[src/rtl/quant_share_ctrl.sv]
// quant_share_ctrl: round-robin time-sharing of one fixed-latency 16->8 quantizer among N_REQ
// lanes, with lane-tag re-association and a credit-protected output FIFO. Optional: QSHARE_STATS_EN.
module quant_share_ctrl #(
  parameter int unsigned N_REQ      = 4,
  parameter int unsigned ID_W       = 2,
  parameter int unsigned QLAT       = 2,
  parameter int unsigned FIFO_DEPTH = 4
) (
  input  logic                  clk,
  input  logic                  rst_n,
  input  logic                  enable,
  input  logic [N_REQ-1:0]      req_valid,
  input  logic [16*N_REQ-1:0]   req_data,
  output logic [N_REQ-1:0]      req_ready,
  output logic                  q_in_valid,
  output logic [15:0]           q_in_data,
  input  logic                  q_out_valid,
  input  logic [7:0]            q_out_data,
  output logic                  out_valid,
  output logic [7:0]            out_data,
  output logic [ID_W-1:0]       out_id,
  input  logic                  out_ready,
  output logic                  busy,
  output logic                  tag_err
`ifdef QSHARE_STATS_EN
  ,
  output logic [31:0]           stat_issue,
  output logic [31:0]           stat_stall,
  input  logic                  stat_clr
`endif
);

  localparam int unsigned CNT_W = $clog2(FIFO_DEPTH + 1);
  localparam int unsigned PTR_W = (FIFO_DEPTH > 1) ? $clog2(FIFO_DEPTH) : 1;
  localparam int unsigned QC_W  = $clog2(QLAT + 1);

  typedef enum logic [1:0] {
    S_IDLE  = 2'd0,
    S_RUN   = 2'd1,
    S_DRAIN = 2'd2
  } state_t;

  typedef struct packed {
    logic            vld;
    logic [ID_W-1:0] id;
  } tag_t;

  state_t          r_state;
  state_t          w_state_nxt;
  logic [ID_W-1:0] r_rr_ptr;
  tag_t            r_tag [QLAT];
  logic [CNT_W-1:0] r_inflight;
  logic [CNT_W-1:0] r_count;
  logic [PTR_W-1:0] r_wr_ptr;
  logic [PTR_W-1:0] r_rd_ptr;
  logic [7:0]       r_mem_data [FIFO_DEPTH];
  logic [ID_W-1:0]  r_mem_id   [FIFO_DEPTH];
  logic             r_tag_err;
  logic [QC_W-1:0]  r_qign;

  logic             w_found_hi;
  logic             w_found_lo;
  logic [ID_W-1:0]  w_win_hi;
  logic [ID_W-1:0]  w_win_lo;
  logic             w_found;
  logic [ID_W-1:0]  w_winner;
  logic [CNT_W:0]   w_used;
  logic             w_credit_ok;
  logic             w_busy;
  logic             w_issue;
  tag_t             w_head;
  logic             w_qv;
  logic             w_push;
  logic             w_pop;
  logic             w_err_ev;

  // Credit covers both buffered and in-flight words so the quantizer can never overrun the FIFO.
  assign w_used      = (CNT_W+1)'(r_count) + (CNT_W+1)'(r_inflight);
  assign w_credit_ok = w_used < (CNT_W+1)'(FIFO_DEPTH);
  assign w_busy      = (r_inflight != '0) | (r_count != '0);

  // Round-robin: first valid lane above rr_ptr, else wrap to the lowest valid lane.
  always_comb begin : winner_search
    w_found_hi = 1'b0;
    w_found_lo = 1'b0;
    w_win_hi   = '0;
    w_win_lo   = '0;
    for (int i = 0; i < int'(N_REQ); i++) begin
      if (req_valid[i] && !w_found_hi && (ID_W'(i) > r_rr_ptr)) begin
        w_found_hi = 1'b1;
        w_win_hi   = ID_W'(i);
      end
      if (req_valid[i] && !w_found_lo) begin
        w_found_lo = 1'b1;
        w_win_lo   = ID_W'(i);
      end
    end
  end

  assign w_found  = w_found_hi | w_found_lo;
  assign w_winner = w_found_hi ? w_win_hi : w_win_lo;
  assign w_issue  = rst_n & (r_state == S_RUN) & w_credit_ok & w_found;

  always_ff @(posedge clk) begin : state_reg
    if (!rst_n) r_state <= S_IDLE;
    else        r_state <= w_state_nxt;
  end

  always_comb begin : fsm_next
    w_state_nxt = r_state;
    case (r_state)
      S_IDLE:  if (enable) w_state_nxt = S_RUN;
      S_RUN:   if (!enable) w_state_nxt = w_busy ? S_DRAIN : S_IDLE;
      S_DRAIN: begin
        if (enable)       w_state_nxt = S_RUN;
        else if (!w_busy) w_state_nxt = S_IDLE;
      end
      default: w_state_nxt = S_IDLE;
    endcase
  end

  // Grant and quantizer drive are combinational in the issue cycle.
  always_comb begin : fsm_out
    req_ready  = '0;
    q_in_valid = 1'b0;
    q_in_data  = '0;
    if (w_issue) begin
      q_in_valid = 1'b1;
      for (int i = 0; i < int'(N_REQ); i++) begin
        if (ID_W'(i) == w_winner) begin
          req_ready[i] = 1'b1;
          q_in_data    = req_data[16*i +: 16];
        end
      end
    end
  end

  always_ff @(posedge clk) begin : rr_reg
    if (!rst_n)       r_rr_ptr <= ID_W'(N_REQ - 1);
    else if (w_issue) r_rr_ptr <= w_winner;
  end

  // Lane tags travel alongside the quantizer so results can be re-associated.
  always_ff @(posedge clk) begin : tag_pipe
    if (!rst_n) begin
      for (int i = 0; i < int'(QLAT); i++) r_tag[i] <= '0;
    end else begin
      if (w_issue) begin
        r_tag[0].vld <= 1'b1;
        r_tag[0].id  <= w_winner;
      end else begin
        r_tag[0] <= '0;
      end
      for (int i = 1; i < int'(QLAT); i++) r_tag[i] <= r_tag[i-1];
    end
  end

  assign w_head   = r_tag[QLAT-1];
  assign w_qv     = q_out_valid & (r_qign == '0);
  assign w_push   = w_head.vld & w_qv;
  assign w_err_ev = w_head.vld ^ w_qv;
  assign w_pop    = out_valid & out_ready;

  // Quantizer results from words issued before a reset are masked for QLAT cycles.
  always_ff @(posedge clk) begin : qign_reg
    if (!rst_n)              r_qign <= QC_W'(QLAT);
    else if (r_qign != '0)   r_qign <= r_qign - QC_W'(1);
  end

  always_ff @(posedge clk) begin : inflight_reg
    if (!rst_n) begin
      r_inflight <= '0;
    end else begin
      case ({w_issue, w_head.vld})
        2'b10:   r_inflight <= r_inflight + CNT_W'(1);
        2'b01:   r_inflight <= r_inflight - CNT_W'(1);
        default: r_inflight <= r_inflight;
      endcase
    end
  end

  always_ff @(posedge clk) begin : tag_err_reg
    if (!rst_n)        r_tag_err <= 1'b0;
    else if (w_err_ev) r_tag_err <= 1'b1;
  end

  always_ff @(posedge clk) begin : fifo_ctrl
    if (!rst_n) begin
      r_count  <= '0;
      r_wr_ptr <= '0;
      r_rd_ptr <= '0;
    end else begin
      case ({w_push, w_pop})
        2'b10:   r_count <= r_count + CNT_W'(1);
        2'b01:   r_count <= r_count - CNT_W'(1);
        default: r_count <= r_count;
      endcase
      if (w_push) r_wr_ptr <= (r_wr_ptr == PTR_W'(FIFO_DEPTH - 1)) ? '0 : r_wr_ptr + PTR_W'(1);
      if (w_pop)  r_rd_ptr <= (r_rd_ptr == PTR_W'(FIFO_DEPTH - 1)) ? '0 : r_rd_ptr + PTR_W'(1);
    end
  end

  always_ff @(posedge clk) begin : fifo_mem
    if (w_push) begin
      r_mem_data[r_wr_ptr] <= q_out_data;
      r_mem_id[r_wr_ptr]   <= w_head.id;
    end
  end

  assign out_valid = (r_count != '0);
  assign out_data  = out_valid ? r_mem_data[r_rd_ptr] : '0;
  assign out_id    = out_valid ? r_mem_id[r_rd_ptr]   : '0;
  assign busy      = w_busy;
  assign tag_err   = r_tag_err;

`ifdef QSHARE_STATS_EN
  logic w_stall;
  assign w_stall = (r_state == S_RUN) & (|req_valid) & ~w_credit_ok;

  // Wrapping event counters; clear wins over increment.
  always_ff @(posedge clk) begin : stats_reg
    if (!rst_n || stat_clr) begin
      stat_issue <= '0;
      stat_stall <= '0;
    end else begin
      if (w_issue) stat_issue <= stat_issue + 32'd1;
      if (w_stall) stat_stall <= stat_stall + 32'd1;
    end
  end
`else
  // Statistics counters are not built in this configuration.
`endif

endmodule

[config.mk]
export PLATFORM = sky130hd
export DESIGN_NAME = quant_share_ctrl
export DESIGN_NICKNAME = d
export VERILOG_FILES = /design/src/rtl/quant_share_ctrl.sv
export SDC_FILE = /design/constraint.sdc
export NUM_CORES = 1
export LEC_CHECK = 0
export CORE_ASPECT_RATIO = 0.7
export CORE_UTILIZATION = 46
export CTS_CLUSTER_SIZE = 10
export DETAILED_ROUTE_END_ITERATION = 7
export MAX_ROUTING_LAYER = met4
export PLACE_DENSITY = 0.91
export SYNTH_ARGS = -nofsm -noshare
export SYNTH_HDL_FRONTEND = slang
export SYNTH_SLANG_ARGS = --single-unit
[constraint.sdc]
create_clock -name clk -period 3.26 [get_ports clk]
set_input_delay 0.652 -clock clk [delete_from_list [all_inputs] [get_ports clk]]
set_output_delay 0.652 -clock clk [all_outputs]
set_load 0.02 [all_outputs]
==> results.txt <==
OpenSTA, run right after detailed placement, puts the worst setup slack at -0.789 ns. After synthesis the cells add up to 3340 µm². The worst path arrival time is 2.66 ns. The post-DP HPWL is 6.01 mm, and the CTS sink count is 65. The number of vias after detailed routing came out at 2633. During synthesis, Yosys emitted a total of 0 warnings. Setup repair after global routing could not meet its margin everywhere. The post-synthesis sequential area ratio came out at 0.528. The analysis attributes to cell leakage a power of 1.90 nW.

The worst setup path is launched from a flop. In the final layout, flip-flops and latches occupy 1770 µm². Predominant post-synthesis flop cell: sky130_fd_sc_hd__edfxtp_1. 115 I/O pins were placed.

In this design, the largest share of critical-path delay is due to simple AND/OR/NAND/NOR gates. In the final routed layout, each cell accounts on average for 18.0 µm. Global routing finished with a remaining overflow of 0.

In the routed design, unresolved DRC markers number 0. Traced cell by cell, the critical path runs through ha_1 > or4b_1 > or4_4 > clkinv_8 > nand4_4 > o22ai_2 > buf_6. The register with the most flip-flops in the layout has 32 of them. The first global-routing pass estimated 13.2 mm of wire.

TritonCTS built the clock tree. The depth of the CTS H-tree is 3, and the multi-input gate area in the final layout is 1620 µm². The run gives 0 as the number of antenna violations at the first check in global routing.

After clock tree synthesis, the clock-pin slew on the worst setup and hold paths is 0.06 ns. The final net count was 494; the area growth from synthesis to layout was 51.6%. The final reports fail on setup timing.

The register bit count reported by yosys works out to 65. The tools report the effective utilization at floorplan as 0.485. Final number of max-transition violations: 0. The root cell of the clock tree was sky130_fd_sc_hd__clkbuf_8. The run gives -0.0569 ns as the post-route worst setup slack. The largest registers in the layout are r_mem_data: 32 flops, r_mem_id: 8 flops, r_tag: 6 flops. X dimension of the die: 104 µm. The run finished, with violations left. The worst slew slack as a fraction of its limit was 0.542. STA classifies the critical path endpoint as an output port. More flip-flops sit in one register than any other, and that register is r_mem_data. Among all stages on the critical path, the largest delay is contributed by sky130_fd_sc_hd__or4_4. The run gives 2779 as the number of global-route vias before repair. In this run the vertical extent of the chip is 73.2 µm. The peak supply drop came out at 0.217 mV. The top-area cell type share of the netlist area is 0.414.

The total global-route track usage is 0.238. The synthesized design spends more area on one cell type than any other, namely sky130_fd_sc_hd__edfxtp_1. The data required time of the critical path is 2.61 ns, and the number of fill cells is 435.

Adding up every negative setup slack in the final design gives -0.128 ns. For this block, the routed nets add up to 8.97 mm of wire. After detailed routing, the number of vias per cell comes to 5.28. The tools report the violation count after the first detailed-routing iteration as 127.

The count of flip-flops with a built-in enable after synthesis was 46; the reported max-cap violation count was 0. Number of buffer cells added on primary ports: 114. The number of nets with antenna violations after routing was 0; the total power per unit cell area was 426 nW/µm². The measured slew at the worst slew-check pin was 0.688 ns; the post-synthesis cell type count was 42. The post-synthesis average cell area works out to 13.0 µm².

After detailed placement, the design holds a cell count of 480. The worst path buffer plus inverter count was 2; the setup skew after layout was 0.00535 ns. After technology mapping, the gate count stands at 257. The floorplan step defined a core boundary enclosing 6880 µm². Routability-driven placement finished with a final weighted congestion of 0.882.

Subtracting the final worst setup slack from the clock period gives 3.32 ns. The highest achievable clock rate was 0.301 GHz; the share of the cycle needed by the critical path after routing was 1.02. The area of the die was 7600 µm²; the final hold violation count was 0. The run gives 9 as the clock buffer count from CTS.

Setup violations remaining at the end of the flow were counted as 5. The count of antenna diodes in the layout was 0. The logs give 0 for the number of hold buffers added after CTS and 25 for the placement row count. The run gives 0.33 ns as the latest clock arrival within the worst-skew pair. Entering global routing, the biggest net connects 21 pins.

The final cell count without fillers was 499. Of all nets on the critical path, the largest fanout is 8. After synthesis, the cell types taking the most area are sky130_fd_sc_hd__edfxtp_1 (41%), sky130_fd_sc_hd__dfxtp_1 (11%), sky130_fd_sc_hd__mux2i_1 (9.9%), sky130_fd_sc_hd__mux4_2 (6.8%), sky130_fd_sc_hd__and2_1 (4.3%).

The maximum count of clock buffers along a single path is 2, and the share of flip-flops with an asynchronous set or reset after synthesis is 0. The pre-antenna-repair detailed-routing pass consisted of 4 iterations. The worst hold-check path type was reg2reg. The fraction of final layout cells sized beyond drive strength 1 is 0.240, and the worst stage delay on the critical path is 0.58 ns.

The setup path with the least slack is of type reg2out.
cells in the mapped netlist (5+ instances only):
cell type and count:
sky130_fd_sc_hd__edfxtp_1 46, sky130_fd_sc_hd__nor2_1 6, sky130_fd_sc_hd__ha_1 11, sky130_fd_sc_hd__dfxtp_1 19, sky130_fd_sc_hd__o22ai_1 16, sky130_fd_sc_hd__clkbuf_1 5
sky130_fd_sc_hd__o21ai_0 7, sky130_fd_sc_hd__nand2_1 10, sky130_fd_sc_hd__and2_1 23, sky130_fd_sc_hd__inv_1 15, sky130_fd_sc_hd__mux2i_1 33, sky130_fd_sc_hd__mux4_2 10
cell families after synthesis:
kind of cell             after synthesis  share of synthesized area
buffers and inverters                 28                     0.0431
AND/OR/NAND/NOR                       64                      0.115
other                                  1                    0.00112
XOR/XNOR                               6                     0.0158
adder cells (fa/ha/maj)               13                     0.0533
multiplexers                          44                      0.170
AO/OA/AOI/OAI                         36                     0.0735
flip-flops                            65                      0.528
per-layer routing:
layer | global-route usage | part of all wire
met1 | 0.242 | 0.39
met2 | 0.450 | 0.53
met3 | 0.0688 | 0.063
met4 | 0.0746 | 0.013
met5 | - | 0
cells in the final DEF (no fill, tap or decap), types with 6 or more instances in the layout:
| cell type | n |
|---|---|
| sky130_fd_sc_hd__ha_1 | 11 |
| sky130_fd_sc_hd__buf_4 | 24 |
| sky130_fd_sc_hd__nor2_1 | 6 |
| sky130_fd_sc_hd__mux2i_1 | 33 |
| sky130_fd_sc_hd__clkdlybuf4s50_1 | 92 |
| sky130_fd_sc_hd__dfxtp_1 | 16 |
| sky130_fd_sc_hd__and2_1 | 23 |
| sky130_fd_sc_hd__edfxtp_1 | 46 |
| sky130_fd_sc_hd__o22ai_2 | 15 |
| sky130_fd_sc_hd__mux4_2 | 10 |
| sky130_fd_sc_hd__nand2_1 | 9 |
| sky130_fd_sc_hd__conb_1 | 6 |
| sky130_fd_sc_hd__o21ai_0 | 7 |
| sky130_fd_sc_hd__clkbuf_8 | 9 |
| sky130_fd_sc_hd__buf_6 | 16 |
| sky130_fd_sc_hd__inv_1 | 15 |
metrics by stage:
step | area (µm²) | utilization | total power, mW | hold WS (ns)
global route | 5060 | 0.735 | 2.25 | 0.497
floorplan | 3350 | - | 1.29 | 0.439
CTS | 4940 | 0.718 | 2.14 | 0.478
detailed placement | 4710 | 0.685 | 1.57 | 0.470
finish | 5060 | 0.735 | 2.16 | 0.476
global placement | 4710 | 0.685 | 1.54 | 0.446
layout make-up:
cell class | count | area share
clock buffers | 11 | 0.0260
inverters | 16 | 0.0143
well taps | 94 | 0.0233
flip-flops and latches | 65 | 0.349
clock inverters | 5 | 0.00643
repair buffers | 136 | 0.261
multi-input cells | 172 | 0.320
worst reg2reg max path, stage by stage (launching register included):
cell and delay, ns:
sky130_fd_sc_hd__dfxtp_2 0.32, sky130_fd_sc_hd__ha_1 0.27, sky130_fd_sc_hd__or4b_1 0.46, sky130_fd_sc_hd__or4_4 0.58, sky130_fd_sc_hd__buf_4 0.18, sky130_fd_sc_hd__ha_1 0.21, sky130_fd_sc_hd__inv_1 0.07, sky130_fd_sc_hd__fa_1 0.18
sky130_fd_sc_hd__xor2_1 0.08, sky130_fd_sc_hd__or3_1 0.30, sky130_fd_sc_hd__a21boi_0 0.16
report_power, final:
group	switching [mW]	internal [mW]	leakage [nW]	total (mW)
Clock	0.294	0.273	0.0770	0.567
Combinational	0.292	0.341	1.25	0.633
Sequential	0.0275	0.928	0.579	0.955
Total	0.614	1.54	1.90	2.16
timing repair:
action,4_1_cts,5_1_grt
gates cloned,3,0
gates resized for setup,110,34
endpoints found under the hold margin,0,0
setup endpoints to repair,21,21
pin swaps,6,11
setup buffers,0,0
final timing paths:
kind                    from             to  slack, ns  cells past startpoint
setup / recovery  r_count[2]  q_in_data[11]      -0.06                      7
hold / removal    r_state[0]     r_state[0]       0.48                      1
setup reg to reg  r_count[2]  r_inflight[2]       0.36                     10
hold reg to reg   r_state[0]     r_state[0]       0.48                      1
No activity file was read; power rests on OpenSTA's default activity.
